==> src/rtl/dcache_wb.sv <==
// Direct-mapped, write-back, write-allocate data cache: 8 lines of 128 bits in front of a block memory.
// Optional hit/miss counters are compiled in when DCACHE_PERF_CNT_EN is defined.
module dcache_wb #(
    parameter int LINES = 8
) (
    input  logic         clk,
    input  logic         proc_reset,
    input  logic         proc_read,
    input  logic         proc_write,
    input  logic [29:0]  proc_addr,
    input  logic [31:0]  proc_wdata,
    output logic [31:0]  proc_rdata,
    output logic         proc_stall,
    output logic         mem_read,
    output logic         mem_write,
    output logic [27:0]  mem_addr,
    output logic [127:0] mem_wdata,
    input  logic [127:0] mem_rdata,
    input  logic         mem_ready
`ifdef DCACHE_PERF_CNT_EN
    ,
    output logic [31:0]  hit_cnt,
    output logic [31:0]  miss_cnt
`endif
);

    localparam int IDX_W = $clog2(LINES);

    typedef enum logic [1:0] {
        IDLE      = 2'd0,
        WRITEBACK = 2'd1,
        ALLOCATE  = 2'd2
    } state_t;

    state_t             state_r;
    state_t             state_nx_s;
    logic [127:0]       data_r [LINES];
    logic [24:0]        tags_r [LINES];
    logic [LINES-1:0]   valid_r;
    logic [LINES-1:0]   dirty_r;

    logic [24:0]        tag_s;
    logic [IDX_W-1:0]   idx_s;
    logic [1:0]         off_s;
    logic               req_s;
    logic               hit_s;
    logic [127:0]       line_s;
    logic               rd_hit_s;
    logic               wr_hit_s;
    logic               fill_s;
    logic               miss_s;

    function automatic logic [31:0] get_word(input logic [127:0] line, input logic [1:0] off);
        logic [31:0] w;
        case (off)
            2'd0:    w = line[31:0];
            2'd1:    w = line[63:32];
            2'd2:    w = line[95:64];
            2'd3:    w = line[127:96];
            default: w = 32'd0;
        endcase
        return w;
    endfunction

    function automatic logic [127:0] put_word(input logic [127:0] line, input logic [1:0] off,
                                               input logic [31:0] w);
        logic [127:0] r;
        r = line;
        case (off)
            2'd0:    r[31:0]   = w;
            2'd1:    r[63:32]  = w;
            2'd2:    r[95:64]  = w;
            2'd3:    r[127:96] = w;
            default: r = line;
        endcase
        return r;
    endfunction

    assign tag_s  = proc_addr[29:5];
    assign idx_s  = proc_addr[4:2];
    assign off_s  = proc_addr[1:0];
    assign req_s  = proc_read | proc_write;
    assign line_s = data_r[idx_s];
    assign hit_s  = valid_r[idx_s] & (tags_r[idx_s] == tag_s);

    // Next-state and output decode; reset forces every output to its idle value.
    always_comb begin
        state_nx_s = state_r;
        proc_stall = 1'b0;
        proc_rdata = 32'd0;
        mem_read   = 1'b0;
        mem_write  = 1'b0;
        mem_addr   = 28'd0;
        mem_wdata  = 128'd0;
        rd_hit_s   = 1'b0;
        wr_hit_s   = 1'b0;
        fill_s     = 1'b0;
        miss_s     = 1'b0;
        if (proc_reset) begin
            state_nx_s = IDLE;
        end else begin
            case (state_r)
                IDLE: begin
                    if (req_s && hit_s) begin
                        // a simultaneous read and write is handled as a write
                        if (proc_write) begin
                            wr_hit_s = 1'b1;
                        end else begin
                            rd_hit_s   = 1'b1;
                            proc_rdata = get_word(line_s, off_s);
                        end
                    end else if (req_s) begin
                        proc_stall = 1'b1;
                        miss_s     = 1'b1;
                        if (valid_r[idx_s] && dirty_r[idx_s]) begin
                            state_nx_s = WRITEBACK;
                        end else begin
                            state_nx_s = ALLOCATE;
                        end
                    end else begin
                        state_nx_s = IDLE;
                    end
                end
                WRITEBACK: begin
                    proc_stall = 1'b1;
                    mem_write  = 1'b1;
                    mem_addr   = {tags_r[idx_s], idx_s};
                    mem_wdata  = line_s;
                    if (mem_ready) begin
                        state_nx_s = ALLOCATE;
                    end else begin
                        state_nx_s = WRITEBACK;
                    end
                end
                ALLOCATE: begin
                    proc_stall = 1'b1;
                    mem_read   = 1'b1;
                    mem_addr   = {tag_s, idx_s};
                    if (mem_ready) begin
                        fill_s     = 1'b1;
                        state_nx_s = IDLE;
                    end else begin
                        state_nx_s = ALLOCATE;
                    end
                end
                default: begin
                    state_nx_s = IDLE;
                end
            endcase
        end
    end

    // State register and per-line valid/dirty bits.
    always_ff @(posedge clk or posedge proc_reset) begin
        if (proc_reset) begin
            state_r <= IDLE;
            valid_r <= '0;
            dirty_r <= '0;
        end else begin
            state_r <= state_nx_s;
            if (fill_s) begin
                valid_r[idx_s] <= 1'b1;
                dirty_r[idx_s] <= 1'b0;
            end else if (wr_hit_s) begin
                dirty_r[idx_s] <= 1'b1;
            end
        end
    end

    // Data and tag arrays carry no reset; fill and write-hit strobes are already suppressed by reset.
    always_ff @(posedge clk) begin
        if (fill_s) begin
            data_r[idx_s] <= mem_rdata;
            tags_r[idx_s] <= tag_s;
        end else if (wr_hit_s) begin
            data_r[idx_s] <= put_word(line_s, off_s, proc_wdata);
        end
    end

`ifdef DCACHE_PERF_CNT_EN
    logic refill_r;
    logic first_hit_s;

    // The request replayed right after a fill is not a hit of its own.
    assign first_hit_s = (rd_hit_s | wr_hit_s) & ~refill_r;

    // Hit and miss counters, free-running with natural wrap.
    always_ff @(posedge clk or posedge proc_reset) begin
        if (proc_reset) begin
            refill_r <= 1'b0;
            hit_cnt  <= 32'd0;
            miss_cnt <= 32'd0;
        end else begin
            refill_r <= fill_s;
            if (first_hit_s) begin
                hit_cnt <= hit_cnt + 32'd1;
            end
            if (miss_s) begin
                miss_cnt <= miss_cnt + 32'd1;
            end
        end
    end
`endif

endmodule

==> config.mk <==
export PLATFORM = sky130hd
export DESIGN_NAME = dcache_wb
export DESIGN_NICKNAME = d
export VERILOG_FILES = /design/src/rtl/dcache_wb.sv
export SDC_FILE = /design/constraint.sdc
export NUM_CORES = 1
export LEC_CHECK = 0
export ABC_AREA = 1
export BUFFER_PORTS_ARGS = -buffer_cell sky130_fd_sc_hd__buf_2
export CAP_MARGIN = 20
export CORE_MARGIN = 1
export CORE_UTILIZATION = 25
export CTS_CLUSTER_SIZE = 14
export DETAILED_ROUTE_END_ITERATION = 8
export SYNTH_ARGS = -nofsm -noshare
export SYNTH_HDL_FRONTEND = slang
export SYNTH_SLANG_ARGS = --single-unit
==> constraint.sdc <==
create_clock -name clk -period 12.5 [get_ports clk]
set_input_delay 1.25 -clock clk [delete_from_list [all_inputs] [get_ports clk]]
set_output_delay 1.25 -clock clk [all_outputs]
set_load 0.02 [all_outputs]
# Yosys cells after proc, flatten, opt, wreduce, memory -nomap -nowiden
# Memories as Yosys holds them, arrays and structs flattened.
# Cells that the tools add are included.
# op_classes
mux	57
bitwise	7
n_eq_ne	7
n_reduce_logical	7
order_cmp	2
# op_table
operator	n
32-bit two-way mux	16
128-bit two-way mux	3
32-bit case mux with 4 select lines	1
28-bit case mux with 2 select lines	1
28-bit two-way mux	1
25-bit equality test	1
1-bit two-way mux	22
8-bit two-way mux	2
8-bit OR	2
2-bit two-way mux	6
8-bit AND	1
8-bit inverter	1
1-bit binary-select mux with 3-bit select	2
2-bit equality test (second input constant)	3
2-bit case mux with 3 select lines	1
2-bit by 1-bit equality test with 1-bit output (second input constant)	2
2-bit zero test	2
3-bit by 4-bit less-than comparator with 1-bit output (second input constant)	1
1-bit demux with 3-bit select	1
3-bit by 1-bit greater-or-equal comparator with 1-bit output (second input constant)	1
1-bit logical AND	3
3-bit != test (second input constant)	1
1-bit OR	2
1-bit case mux with 2 select lines	1
other kinds (3)	3
# word_totals
in_bits	195
mem_bits_rw	1224
memories	2
register_bits	18
# mem_list
memory	words	word_bits	read_ports	rd_ports_with_merged_regs	write_ports	line_no	text
data_r	8	128	1	0	1	37	logic [127:0] data_r [LINES];
tags_r	8	25	1	0	1	38	logic [24:0] tags_r [LINES];

# Longest topological paths before layout
# Gate-level depths: netlist of run 1.
# logic_depth
word_depth	11
depth_mapped	21

# Least setup slack after synthesis of run 1
# OpenSTA, ideal clock, no wires.
# synth_timing
path_type	in2reg
start	in proc_addr[4]
end	mem data_r[1][0], enable pin
n_path_buf	3
t_arrival_ns	10.977
path_slack_ns	0.731
cell_stages	6
cell_sequence	buf_4 nor2_4 buf_2 nand2_1 clkbuf_1 o21ai_0
# synth_via
elab_chain_len	11
# synth_rtl
element	line_no	text
start, declared	10	input logic [29:0] proc_addr,
memory read 8 x 25 bit or 1-bit binary-select mux with 3-bit select (tied branches)	-	
25-bit equality test or 1-bit two-way mux (tied branches)	84	assign hit_s = valid_r[idx_s] & (tags_r[idx_s] == tag_s);
1-bit AND	84	
1-bit logical AND	104	if (req_s && hit_s) begin
1-bit two-way mux	104	
1-bit two-way mux	102	case (state_r)
1-bit two-way mux	99	if (proc_reset) begin
1-bit two-way mux	175	end else if (wr_hit_s) begin
1-bit two-way mux	172	if (fill_s) begin
1-bit two-way mux (implied by the code)	176	data_r[idx_s] <= put_word(line_s, off_s, proc_wdata);
1-bit OR (no line)	-	
end, declared	37	
# Parallel ways exist; a longest one is shown, timed or not. The select of a mux whose other input is x is not followed.

# Worst setup path after layout of run 1
# layout_timing
start	in proc_addr[2]
end	out proc_rdata[29]
# layout_via
elab_chain_len	7
# layout_rtl
element	line_no	text
memory read 8 x 25 bit or 1-bit binary-select mux with 3-bit select (tied branches)	-	
25-bit equality test or 1-bit two-way mux (tied branches)	84	
1-bit AND	84	
1-bit logical AND	104	
32-bit two-way mux (*)	104	
32-bit two-way mux (*)	102	
32-bit two-way mux (*)	99	
end, declared	12	output logic [31:0] proc_rdata,
# Mark *: on every way between the ends. The rest lies on a longest branch, timed or not. The select of a mux whose other input is x is not followed.

==> qor.yml, run 1 <==
status:
  status: "finished clean"
synthesis:
  synthAdderAreaFrac_pct: 0.09507
  synth_simple_gate_area_share_pct: 13.31
  seq_area_frac_synth_pct: 70.67
  synthMuxAreaShare_pct: 0
  yosys.area.top_type: "edfxtp_1"
  synth.ff_latch_count: 1242
  synth_top_family_by_area: "simple AND/OR/NAND/NOR gates"
  synthCells: 4460
  synth.top_cell.area_share_pct: 69.82
  synthXorXnorAreaFrac_pct: 0.01664
  synth_area_mm2: 0.05264
  ys_types: 35
  synth_area_leaders: "edfxtp_1 (70%), nand2_1 (7.8%), inv_1 (3.6%)"
  synth_compound_area_share_pct: 10.11
  synth_nets: 4659
  yosysWarnings: 0
  synth_area_per_cell_um2: 11.80
pwr:
  cellLeakagePower_nw: 22.89
  vdd_drop_max_mv: 0.1278
  p_int_w: 0.006740
  swShare_pct: 24.10
  comb_power_share_pct: 7.6
  power_density_mw_per_mm2: 144.1
  power_frac_seq_pct: 51.9
  p_clk_share_pct: 40.5
  net-switching-power_w: 0.002140
  total_power_w: 0.008881
floorplanning:
  die_w_um: 460.9
  coreArea_mm2: 0.2094
  start_util_pct: 25.15
  pin_count: 386
  die_area_mm2: 0.2124
  die_h_um: 460.9
  row_count: 168
clock_network:
  hold_buffers: 0
  clock_latency_ns: 0.79
  post-cts-setup-buffers: 0
  root_buffer: "clkbuf_16"
  clkTransAtPathRegs_ns: 0.06
  tritoncts: "yes"
  clock-sinks: 1242
  post_cts_resized: 0
  cts_made_buffers: 119
  htreeDepth: 3
  cts_buffer_depth: 3
final_layout:
  fillCellCount: 21440
  fin_area_mm2: 0.06163
  area_growth_pct: 17.08
  fin_util_pct: 29.44
  final_layout_size_suffix_gt1_share_pct: 13.54
  nets: 4971
global_routing:
  grt_max_degree: 135
  overflow: 0
  antenna_found_initial: 20
  grt_pass1_vias: 34980
  grt_pass1_wl_mm: 266.8
  grt_usage_pct: 17.62
critical_path:
  cp-end-kind: "primary output"
  crit_chain: "buf_4 -> inv_2 -> buf_4 -> nor2_4 -> buf_4 -> buf_4 -> a22o_1 -> inv_1 -> nand4_1 -> inv_1 -> o22ai_1 -> o21bai_1 -> nor2_1 -> buf_2"
  startpoint: "proc_addr[2]"
  rr_startpoint: "tags_r[7][14]$_DFFE_PP_"
  cp-start-kind: "primary input"
  slowest_delay_ns: 0.79
  cpMaxStageDelayCell: "buf_4"
  path_common_cell: "buf_4"
  path_max_fanout: 62
  required_ns: 11.25
  r2r.worst_path.cells: 17
  crit_type: "primary input to primary output"
  arrival_ns: 6.42
sta:
  worst_slew_pin_slew_ns: 1.243
  timing.hold.ws_ns: 0.4625
  rsz0062_at_grt: "false"
  period_minus_slack_ns: 7.666
  slew_viol_final: 0
  skew_ns: 0.09954
  hold_violations: 0
  max_freq_ghz: 0.1304
  setup-tns-final_ns: 0
  setup_violations: 0
  slew_headroom_pct: 17.16
  finalCritPeriodShare_pct: 61.33
route:
  wl_mm: 193.2
  ant_nets: 0
  via_per_inst: 4.940
  vias: 37990
  first_pass_iters: 6
  wire_per_inst_um: 25.13
  dr.first_iter.drc_count: 4779
  drcViolationCount: 0
worst_hold_path:
  hold_start: "valid_r[6]$_DFFE_PP0P_"
  min_path_cells: 2
  hold_path_class: "register to register"
placed_design:
  finalWeightedCongestion: 0.8731
  io_buffers: 385
  detailed_place.area_mm2: 0.05777
  dpl.hpwl_mm: 117.3
flow_run:
  cap_violations: 0
[final cells by class]
class / instances / area, um2 / share of cell area [%]
Timing Repair Buffer: 448 / 2540 / 4.121
Clock buffer: 158 / 3164 / 5.134
Sequential cell: 1242 / 37210 / 60.37
Tap cell: 2805 / 3510 / 5.694
Clock inverter: 64 / 668.1 / 1.084
Multi-Input combinational cell: 2448 / 12580 / 20.42
Inverter: 513 / 1933 / 3.136
Antenna cell: 12 / 30.03 / 0.04872
[layer usage]
layer  track usage [%]  routed length (um)  vias up
li1                  -                   -    16460
met1             22.20               72100    18830
met2             27.32               87190     2263
met3             3.679               19590      427
met4             11.51               14250       14
met5                 0                  86        -
[critical path, delay by kind of cell]
| family | cells | cell delay (ns) |
|---|---|---|
| buf+inv | 8 | 2.87 |
| simple gates | 3 | 1.32 |
| compound gates | 3 | 0.77 |
[registers in the layout, summed over array words and instances (netlist names), named ones only]
| signal | flops |
|---|---|
| valid_r | 8 |
| data_r | 1024 |
| state_r | 2 |
| tags_r | 200 |
[power by group through the flow]
stage	Clock, W	Combinational (W)	Sequential, W
CTS	0.00362	0.000665	0.00461
global placement	0	0.000655	0.00470
global route	0.00377	0.000716	0.00461
floorplan	0	0.000351	0.00470
finish	0.00360	0.000672	0.00461
detailed placement	0	0.000662	0.00470
[cells in the final DEF (no fill, tap or decap), types with 6 or more instances in the layout]
cell type / n
a21oi_4: 6
clkinv_1: 26
edfxtp_1: 1224
a221oi_1: 126
clkinv_2: 15
nor2_2: 10
o21ai_0: 204
inv_1: 502
clkbuf_16: 119
a31oi_1: 10
dfrtp_1: 18
nand2_1: 1089
clkbuf_1: 35
nor3_1: 17
o2111a_1: 17
a22o_1: 203
o211ai_1: 13
buf_12: 11
inv_2: 9
bufinv_16: 9
buf_2: 384
a22oi_1: 61
diode_2: 12
o22ai_1: 9
o21bai_1: 14
nor2_1: 230
nor2_4: 12
a21oi_1: 65
o2bb2ai_1: 10
buf_4: 53
nand3_1: 246
nand4_1: 84
[path summary, 6_finish.rpt]
check | end | slack (ns)
min | valid_r[6]$_DFFE_PP0P_ | 0.46
max in group asynchronous | valid_r[5]$_DFFE_PP0P_ | 11.17
min reg2reg | valid_r[6]$_DFFE_PP0P_ | 0.46
max | proc_rdata[29] | 4.83
min in group asynchronous | state_r[1]$_DFFE_PP0P_ | 0.72
max reg2reg | data_r[2][95]$_DFFE_PP_ | 7.59
[per-stage QoR]
step                      setup WS (ns)  instances
after CTS                         4.928       7678
after detailed placement          4.955       7456
after global routing              4.732       7682
after floorplan                  0.7310       4460
after global placement            4.944       7455
final                             4.834       7690
[synthesized netlist by cell type]
cell,number
edfxtp_1,1224
nand2_1,1092
inv_1,507
nand3_1,246
nor2_1,246
o21ai_0,205
a22o_1,203
clkbuf_1,180
a221oi_1,126
nand4_1,84
a21oi_1,71
a22oi_1,61
buf_2,35
buf_1,24
dfrtp_1,18
nor3_1,17
o2111a_1,17
o21bai_1,14
buf_6,13
o211ai_1,13
a31oi_1,10
o2bb2ai_1,10
o22ai_1,9
inv_2,6
buf_4,5
or2_2,5
and3_1,4
ha_1,4
nor2_2,3
nor2_4,3
nand2_2,1
nand3_2,1
nand4_2,1
or2_1,1
xor2_1,1
[cells by family after synthesis]
logic type | after synthesis
flip-flops | 1242
buffers and inverters | 770
XOR/XNOR | 1
adder cells (fa/ha/maj) | 4
AND/OR/NAND/NOR | 1704
AO/OA/AOI/OAI | 739
Power figures use the tool's default switching activity.
==> run 2, diff against run 1 <==
- clock period: 12.5 -> 6.5 ns (I/O delays scaled with it)
==> run 2 against run 1 <==
Compared with the run above: sequential share of layout area is 0.38 points lower; via count is 1.2% higher; final area is 0.63% higher; total power is 90% higher; critical endpoint is now proc_rdata[5].
==> qor.yml, run 2 (synthesized netlist as in run 1, its figures left out) <==
status:
  status: "finished clean"
critical_path:
  path_max_fanout: 54
  cp-end-kind: "primary output"
  r2r_slack_ns: 2.43
  cp-start-kind: "primary input"
  r2r.worst_path.cells: 9
  critPathCapture: "proc_rdata[5]"
  crit_type: "primary input to primary output"
  startpoint: "proc_addr[2]"
  required_ns: 5.85
  arrival_ns: 4.97
  r2r_end: "data_r[5][16]$_DFFE_PP_"
  rr_startpoint: "state_r[0]$_DFFE_PP0P_"
route:
  dr.first_iter.drc_count: 4625
  wire_per_inst_um: 25.77
  wl_mm: 198.8
  vias: 38450
  via_per_inst: 4.984
  ant_nets: 0
  drcViolationCount: 0
  first_pass_iters: 8
clock_network:
  tritoncts: "yes"
  cts_buffer_depth: 3
  post_cts_resized: 0
  htreeDepth: 3
  cts_made_buffers: 116
  post-cts-setup-buffers: 0
  root_buffer: "clkbuf_16"
  clkTransAtPathRegs_ns: 0.06
  clock-sinks: 1242
  hold_buffers: 0
  clock_latency_ns: 0.76
placed_design:
  detailed_place.area_mm2: 0.05834
  io_buffers: 385
  placed_cells: 7491
  dpl.hpwl_mm: 126.5
  finalWeightedCongestion: 0.8701
final_layout:
  finalNonFillerCells: 7715
  largest_registers: "data_r x1024, tags_r x200, valid_r x8"
  fin_util_pct: 29.62
  final_cell_mix: "edfxtp_1 (1224), nand2_1 (1089), inv_1 (503), buf_2 (384), nand3_1 (246)"
  final_layout_size_suffix_gt1_share_pct: 14.08
  largest_reg_flops: 1024
  nets: 5004
  final_common_cell: "edfxtp_1"
  fin_area_mm2: 0.06202
  area_growth_pct: 17.81
  fillCellCount: 21350
  largest-register: "data_r"
floorplanning:
  pin_count: 386
  start_util_pct: 25.15
  coreArea_mm2: 0.2094
  die_w_um: 460.9
  die_h_um: 460.9
  row_count: 168
  die_area_mm2: 0.2124
sta:
  timing.hold.ws_ns: 0.1119
  worst_slew_pin_slew_ns: 1.066
  setup_violations: 0
  skew_ns: 0.08346
  max_freq_ghz: 0.1781
  period_minus_slack_ns: 5.616
  rsz0062_at_grt: "false"
  finalCritPeriodShare_pct: 86.40
  slew_headroom_pct: 28.88
  slew_viol_final: 0
  hold_violations: 0
pwr:
  vdd_drop_max_mv: 0.2288
  cellLeakagePower_nw: 23.07
  power_density_mw_per_mm2: 272.4
global_routing:
  overflow: 0
  grt_max_degree: 130
  grt_pass1_wl_mm: 274.1
  grt_pass1_vias: 35270
  antenna_found_initial: 18
  grt_usage_pct: 18.12
worst_hold_path:
  hold_path_class: "primary input to asynchronous set/reset pin"
flow_run:
  cap_violations: 0
-- run 2: final cells by class --
cell class	instances	area, um2	area share [%]
sequential	1242	37210	59.99
multi-input combinational	2448	12580	20.28
tap	2805	3510	5.659
timing repair buffer	484	3123	5.035
clock buffer	141	3018	4.866
inverter	513	1933	3.117
clock inverter	72	625.6	1.009
antenna	10	25.02	0.04035
-- run 2: how the worst min path moves through the flow --
stage	end	depth (start not counted)
final	state_r[1]$_DFFE_PP0P_	2
after global placement	valid_r[4]$_DFFE_PP0P_	2
after floorplan	valid_r[0]$_DFFE_PP0P_	2
after global routing	state_r[0]$_DFFE_PP0P_	2
after detailed placement	valid_r[6]$_DFFE_PP0P_	2
after CTS	state_r[0]$_DFFE_PP0P_	2
-- run 2: power by group --
part	total (W)	internal, W	leakage (nW)	switching (W)
Combinational	0.00134	0.000325	10.1	0.00101
Clock	0.00669	0.00362	1.77	0.00307
Sequential	0.00887	0.00885	11.2	0.0000142
Total	0.0169	0.0128	23.1	0.00410
-- run 2: per-stage QoR --
stage / total power (W) / setup WS [ns] / TNS, ns
global route: 0.01731 / 0.7831 / 0
floorplan: 0.009718 / -2.398 / -1841.17
CTS: 0.01693 / 1.015 / 0
detailed placement: 0.01036 / 1.041 / 0
global placement: 0.01034 / 1.071 / 0
finish: 0.01690 / 0.8839 / 0
-- run 2: routing by layer --
layer	wire, um	up-vias	global-route usage [%]
li1	-	16490	-
met1	75150	19290	23.14
met2	93310	2261	29.01
met3	18310	399	3.101
met4	11960	12	10.17
met5	64	-	0
-- run 2: critical path, stage by stage --
cell and delay, ns:
buf_4 0.30, inv_2 0.67, buf_4 0.41, nand2_1 0.10, nand3_1 0.08, nand2_1 0.07, o21bai_1 0.15, nand2_1 0.07
nor2_1 0.10, nand2_1 0.06, nor2_1 0.11, nand2_1 0.16, inv_2 0.09, nand3_2 0.69, nor2_1 0.92, buf_2 0.29
